$ cat config.mk
export PLATFORM = sky130hd
export DESIGN_NAME = mac_accumulator
export DESIGN_NICKNAME = d
export VERILOG_FILES = /design/src/rtl/mac_pkg.sv /design/src/rtl/mac_accumulator_sat_add.sv /design/src/rtl/mac_accumulator.sv
export SDC_FILE = /design/constraint.sdc
export NUM_CORES = 1
export LEC_CHECK = 0
export ABC_AREA = 1
export CAP_MARGIN = 20
export CORE_MARGIN = 1.5
export CORE_UTILIZATION = 45
export CTS_BUF_LIST = sky130_fd_sc_hd__clkbuf_4
export DETAILED_ROUTE_END_ITERATION = 10
export PLACE_DENSITY = 0.78
export SLEW_MARGIN = 0
export SYNTH_ARGS = -nofsm -noshare
export SYNTH_HDL_FRONTEND = slang
export SYNTH_SLANG_ARGS = --single-unit
export TNS_END_PERCENT = 5
$ cat constraint.sdc
create_clock -name clock -period 2.5 [get_ports clock]
set_input_delay 0.5 -clock clock [delete_from_list [all_inputs] [get_ports clock]]
set_output_delay 0.5 -clock clock [all_outputs]
set_load 0.005 [all_outputs]
$ cat src/rtl/mac_pkg.sv
// ---------------------------------------------------------------------------
// mac_pkg
// Shared definitions for the MAC accumulator slice:
//   - state_e   : controller states (IDLE, ACCUM, DONE)
//   - PRODUCT_W : width of the signed product from the Booth multiplier
//   - ACC_W_DEF : default accumulator/result width (legal 8..32)
//   - LEN_W_DEF : default job-length field width
// ---------------------------------------------------------------------------
package mac_pkg;

    localparam int PRODUCT_W = 8;
    localparam int ACC_W_DEF = 16;
    localparam int LEN_W_DEF = 4;

    typedef enum logic [1:0] {
        ST_IDLE  = 2'd0,
        ST_ACCUM = 2'd1,
        ST_DONE  = 2'd2
    } state_e;

endpackage : mac_pkg

$ cat src/rtl/mac_accumulator_sat_add.sv
// ---------------------------------------------------------------------------
// sat_add
// Combinational sign-extend-and-add of an ACC_W-bit accumulator and an 8-bit
// signed product. The sum is formed in ACC_W+1 bits; signed overflow is
// flagged when the two top bits of that wide sum differ.
//
// Optional feature macro: MAC_SATURATE_EN
//   defined   : on overflow the sum clamps to the most positive / most
//               negative ACC_W-bit value
//   undefined : the sum wraps modulo 2^ACC_W
//
// Ports:
//   acc      in  ACC_W      current accumulator value (signed)
//   product  in  PRODUCT_W  product to add (signed)
//   sum      out ACC_W      next accumulator value
//   ovf      out 1          signed overflow of this addition
// ---------------------------------------------------------------------------
module sat_add
    import mac_pkg::*;
#(
    parameter int ACC_W = ACC_W_DEF
) (
    input  logic [ACC_W-1:0]     acc,
    input  logic [PRODUCT_W-1:0] product,
    output logic [ACC_W-1:0]     sum,
    output logic                 ovf
);

    logic [ACC_W:0] acc_ext;
    logic [ACC_W:0] product_ext;
    logic [ACC_W:0] sum_wide;

    assign acc_ext     = {acc[ACC_W-1], acc};
    assign product_ext = {{(ACC_W + 1 - PRODUCT_W){product[PRODUCT_W-1]}}, product};
    assign sum_wide    = acc_ext + product_ext;

    // Extra top bit holds the true sign; a disagreement with the ACC_W-bit
    // sign bit means the result does not fit.
    assign ovf = sum_wide[ACC_W] ^ sum_wide[ACC_W-1];

`ifdef MAC_SATURATE_EN
    localparam logic [ACC_W-1:0] SAT_MAX = {1'b0, {(ACC_W - 1){1'b1}}};
    localparam logic [ACC_W-1:0] SAT_MIN = {1'b1, {(ACC_W - 1){1'b0}}};

    always_comb begin
        // NOTE: every always_comb output gets a default first so no path
        // leaves it unassigned, which would otherwise infer a latch.
        sum = sum_wide[ACC_W-1:0];
        if (ovf) begin
            sum = sum_wide[ACC_W] ? SAT_MIN : SAT_MAX;
        end
    end
`else
    assign sum = sum_wide[ACC_W-1:0];
`endif

endmodule : sat_add

$ cat src/rtl/mac_accumulator.sv
// ---------------------------------------------------------------------------
// mac_accumulator
// Sums a job of `length` signed 8-bit products (valid/ready in) into a
// sign-extended ACC_W-bit accumulator and presents the result over a second
// valid/ready handshake, with a sticky per-job signed-overflow flag.
//
// Optional feature macro: MAC_SATURATE_EN (saturating vs wrapping add,
// implemented in sat_add; overflow flag is identical in both builds).
//
// Ports:
//   clock          in  1      rising-edge clock
//   reset          in  1      asynchronous, active-low reset
//   start          in  1      begin a job (sampled only in IDLE)
//   length         in  LEN_W  products in the job, captured with start
//   busy           out 1      high in ACCUM and DONE
//   product_valid  in  1      upstream product available
//   product_ready  out 1      high only in ACCUM
//   product        in  8      signed product
//   result_valid   out 1      high only in DONE
//   result_ready   in  1      downstream accepts result
//   result         out ACC_W  accumulated sum (held while result_valid)
//   overflow       out 1      sticky signed overflow for the current job
// ---------------------------------------------------------------------------
module mac_accumulator
    import mac_pkg::*;
#(
    parameter int ACC_W = ACC_W_DEF,
    parameter int LEN_W = LEN_W_DEF
) (
    input  logic                 clock,
    input  logic                 reset,
    input  logic                 start,
    input  logic [LEN_W-1:0]     length,
    output logic                 busy,
    input  logic                 product_valid,
    output logic                 product_ready,
    input  logic [PRODUCT_W-1:0] product,
    output logic                 result_valid,
    input  logic                 result_ready,
    output logic [ACC_W-1:0]     result,
    output logic                 overflow
);

    state_e             state_q, state_d;
    logic [ACC_W-1:0]   acc_q, acc_d;
    logic [LEN_W-1:0]   remaining_q, remaining_d;
    logic               overflow_q, overflow_d;

    logic [ACC_W-1:0]   add_sum;
    logic               add_ovf;

    sat_add #(
        .ACC_W (ACC_W)
    ) u_sat_add (
        .acc     (acc_q),
        .product (product),
        .sum     (add_sum),
        .ovf     (add_ovf)
    );

    // Handshake outputs are pure state decodes: no combinational path from
    // product_valid or result_ready.
    assign busy          = (state_q != ST_IDLE);
    assign product_ready = (state_q == ST_ACCUM);
    assign result_valid  = (state_q == ST_DONE);
    assign result        = acc_q;
    assign overflow      = overflow_q;

    always_comb begin
        state_d     = state_q;
        acc_d       = acc_q;
        remaining_d = remaining_q;
        overflow_d  = overflow_q;

        unique case (state_q)
            ST_IDLE: begin
                if (start) begin
                    acc_d      = '0;
                    overflow_d = 1'b0;
                    if (length != '0) begin
                        remaining_d = length;
                        state_d     = ST_ACCUM;
                    end else begin
                        state_d     = ST_DONE;
                    end
                end
            end

            ST_ACCUM: begin
                // product_ready is implied by being in ACCUM.
                if (product_valid) begin
                    acc_d       = add_sum;
                    overflow_d  = overflow_q | add_ovf;
                    remaining_d = remaining_q - LEN_W'(1);
                    if (remaining_q == LEN_W'(1)) begin
                        state_d = ST_DONE;
                    end
                end
            end

            ST_DONE: begin
                // acc is deliberately kept so result holds its value in IDLE.
                if (result_ready) begin
                    state_d = ST_IDLE;
                end
            end

            default: begin
                state_d = ST_IDLE;
            end
        endcase
    end

    // NOTE: sequential state is updated with non-blocking assignments so all
    // flops sample the pre-edge values of each other.
    always_ff @(posedge clock or negedge reset) begin
        if (!reset) begin
            state_q     <= ST_IDLE;
            acc_q       <= '0;
            remaining_q <= '0;
            overflow_q  <= 1'b0;
        end else begin
            state_q     <= state_d;
            acc_q       <= acc_d;
            remaining_q <= remaining_d;
            overflow_q  <= overflow_d;
        end
    end

endmodule : mac_accumulator

==> qor.csv <==
stage,metric,value,unit
clocking,insertion_delay,330,ps
floorplan,dieArea,4730,µm²
finish,final_cell_mix,"nand2_1 (94), clkdlybuf4s50_1 (36), inv_1 (35)",
floorplan,fp.dieW,68.8,µm
grt,grt_max_degree,24,
timing,fin_crit,2170,ps
clocking,cts_resized,0,
clocking,cts_setup_buffers,0,
detailed_routing,post_drt_wl_per_cell,12.2,µm
finish,finish.instance_area,2440,µm²
clocking,hold_buffers,0,
grt,antenna_found_initial,0,
place,hpwlAfterDp,3.58,mm
finish,finalNonFillerCells,374,
critical_path,arrival,1670,ps
critical_path,start_kind,flop,
place,portBuffers,36,
detailed_routing,drtPass1Iterations,4,
finish,nNetsFinal,361,
power,p_leak,1.25,nW
yosys,synth_seq_cells,23,
timing,setup-tns-final,0,ps
timing,relSlewSlack,64.6,%
timing,post-route-period-util,86.6,%
yosys,ys_seq_area_share,29.5,%
yosys,syn_nets,314,
detailed_routing,drc,0,
critical_path,path_max_fanout,12,
clocking,cts_tree,yes,
yosys,syn_inst,278,
power,p_per_area,1070,nW/µm²
floorplan,start_util,47.7,%
critical_path,path_class,flop to output pin,
floorplan,die_h,68.8,µm
detailed_routing,drt_iter0_markers,88,
timing,clock.fmax,0.462,GHz
power,total_power,2.61,mW
floorplan,coreArea,4090,µm²
clocking,cts_root_buf,clkbuf_4,
timing,finalSetupViolCount,0,
timing,report.final.slew_viol_count,0,
detailed_routing,num_vias,1923,
clocking,cts_buffer_depth,2,
floorplan,io_pins,37,
clocking,clk_pin_slew,150,ps
floorplan,num_rows,23,
critical_path,crit_path_end_kind,output pin,
detailed_routing,drt-total-wl,4.57,mm
clocking,htreeDepth,1,
min_path,hold_class,input pin to async pin,
place,dpl-instance-area,2410,µm²
finish,antenna_cells,0,
timing,finalHoldWorstSlack,512,ps
finish,syn2layout_area_growth,25.4,%
yosys,synth.distinct_cells,35,
clocking,cts_sinks,23,
detailed_routing,avgViaCountPerCell,5.14,
finish,layout_commonest_cell,nand2_1,
timing,worst_pin_slew,526,ps
outcome,outcome,"finished, final reports clean",
critical_path,r2r_cells,11,
timing,finClkSkew,5.10,ps
clocking,cts_buffers,3,
finish,drive_gt1_share,9.57,%
yosys,syn_area,1950,µm²
place,place_inst,370,
yosys,syn_area_per_cell,7.01,µm²
grt,grt_use_total,22.1,%
power,ir_drop,0.000637,V
flow_run,cap_violations,0,
place,place_congestion,0.878,
timing,rsz0062_at_grt,no,
timing,timing.final.hold_violations,0,
yosys,yosys_warnings,0,
critical_path,r2r_end,overflow$_DFFE_PN0P_,
critical_path,r2r_setup_slack,580,ps
critical_path,reg2reg_from,result[0]$_DFFE_PN0P_,
critical_path,cp.required,2000,ps
grt,grt_pass1_wl,7.90,mm
detailed_routing,antenna_left,0,
grt,grt_pass1_vias,1859,
grt,grt_remaining_overflow,0,
==> metal layers <==
metal | vias up | global-route usage (%) | part of all wire [%]
met5 | - | 0 | 0
met4 | 0 | 4.41 | 0.79
met3 | 4 | 3.73 | 4.6
met2 | 42 | 39.3 | 48
met1 | 878 | 28.2 | 47
li1 | 999 | - | -
==> sequential cells by signal, indices dropped and copies added, names as in the netlist <==
register	flops
overflow	1
remaining_q	4
result	16
state_q	2
==> through the flow <==
stage          utilization [%]  worst slack, ps
6_report                  59.8              334
3_3_place_gp              59.0              102
2_1_floorplan                -              679
4_1_cts                   59.8              327
3_5_place_dp              59.0             81.1
5_1_grt                   59.8              229
==> synth_stat cells (all sizes together) <==
cell type | n | area [µm²]
nor2 | 18 | 90.1
or2 | 1 | 6.26
o21a | 1 | 7.51
nand3 | 13 | 65.1
nand3b | 1 | 7.51
nand4 | 2 | 12.5
nor3 | 5 | 30.0
a21boi | 1 | 11.3
and2 | 1 | 6.26
ha | 18 | 225
a22oi | 1 | 12.5
o21ai | 21 | 116
o31ai | 2 | 15.0
o21bai | 2 | 15.0
nor4 | 1 | 6.26
dfrtp | 23 | 576
a22o | 2 | 17.5
fa | 1 | 20.0
buf | 3 | 26.3
o211ai | 2 | 25.0
a21oi | 21 | 109
nand2 | 95 | 364
inv | 40 | 158
xor2 | 1 | 8.76
xnor2 | 2 | 17.5
==> power breakdown <==
part	internal, mW	leakage, nW	switching (mW)
Sequential	0.533	0.292	0.129
Clock	0.0612	0.0139	0.133
Combinational	0.791	0.942	0.961
==> critical path: stages, from the launching register on <==
cell and delay, ps:
dfrtp_1 460, nor2_4 300, clkdlybuf4s50_1 570
==> cell type report <==
cell class	count	area (µm²)
fill	414	1640
multi-input combinational	212	1190
sequential	23	576
timing repair buffer	45	428
inverter	40	158
tap	50	62.6
clock buffer	3	22.5
clock inverter	1	7.51
==> kinds of logic after synthesis <==
kind of cell / Yosys count / synth area share, %
adder cells (fa/ha/maj): 19 / 12.6
XOR/XNOR: 3 / 1.35
flip-flops: 23 / 29.5
AO/OA/AOI/OAI: 53 / 16.9
buffers and inverters: 43 / 9.44
AND/OR/NAND/NOR: 137 / 30.2
==> worst max-delay path by stage <==
stage	cells past startpoint	from	end	slack, ps
global route	3	state_q[0]$_DFFE_PN0P_	product_ready	230
detailed placement	12	product[0]	overflow$_DFFE_PN0P_	80
finish	2	state_q[1]$_DFFE_PN0P_	product_ready	330
floorplan	10	product[0]	overflow$_DFFE_PN0P_	680
CTS	2	state_q[1]$_DFFE_PN0P_	product_ready	330
global placement	12	product[7]	overflow$_DFFE_PN0P_	100
No activity file was read; power rests on OpenSTA's default activity.
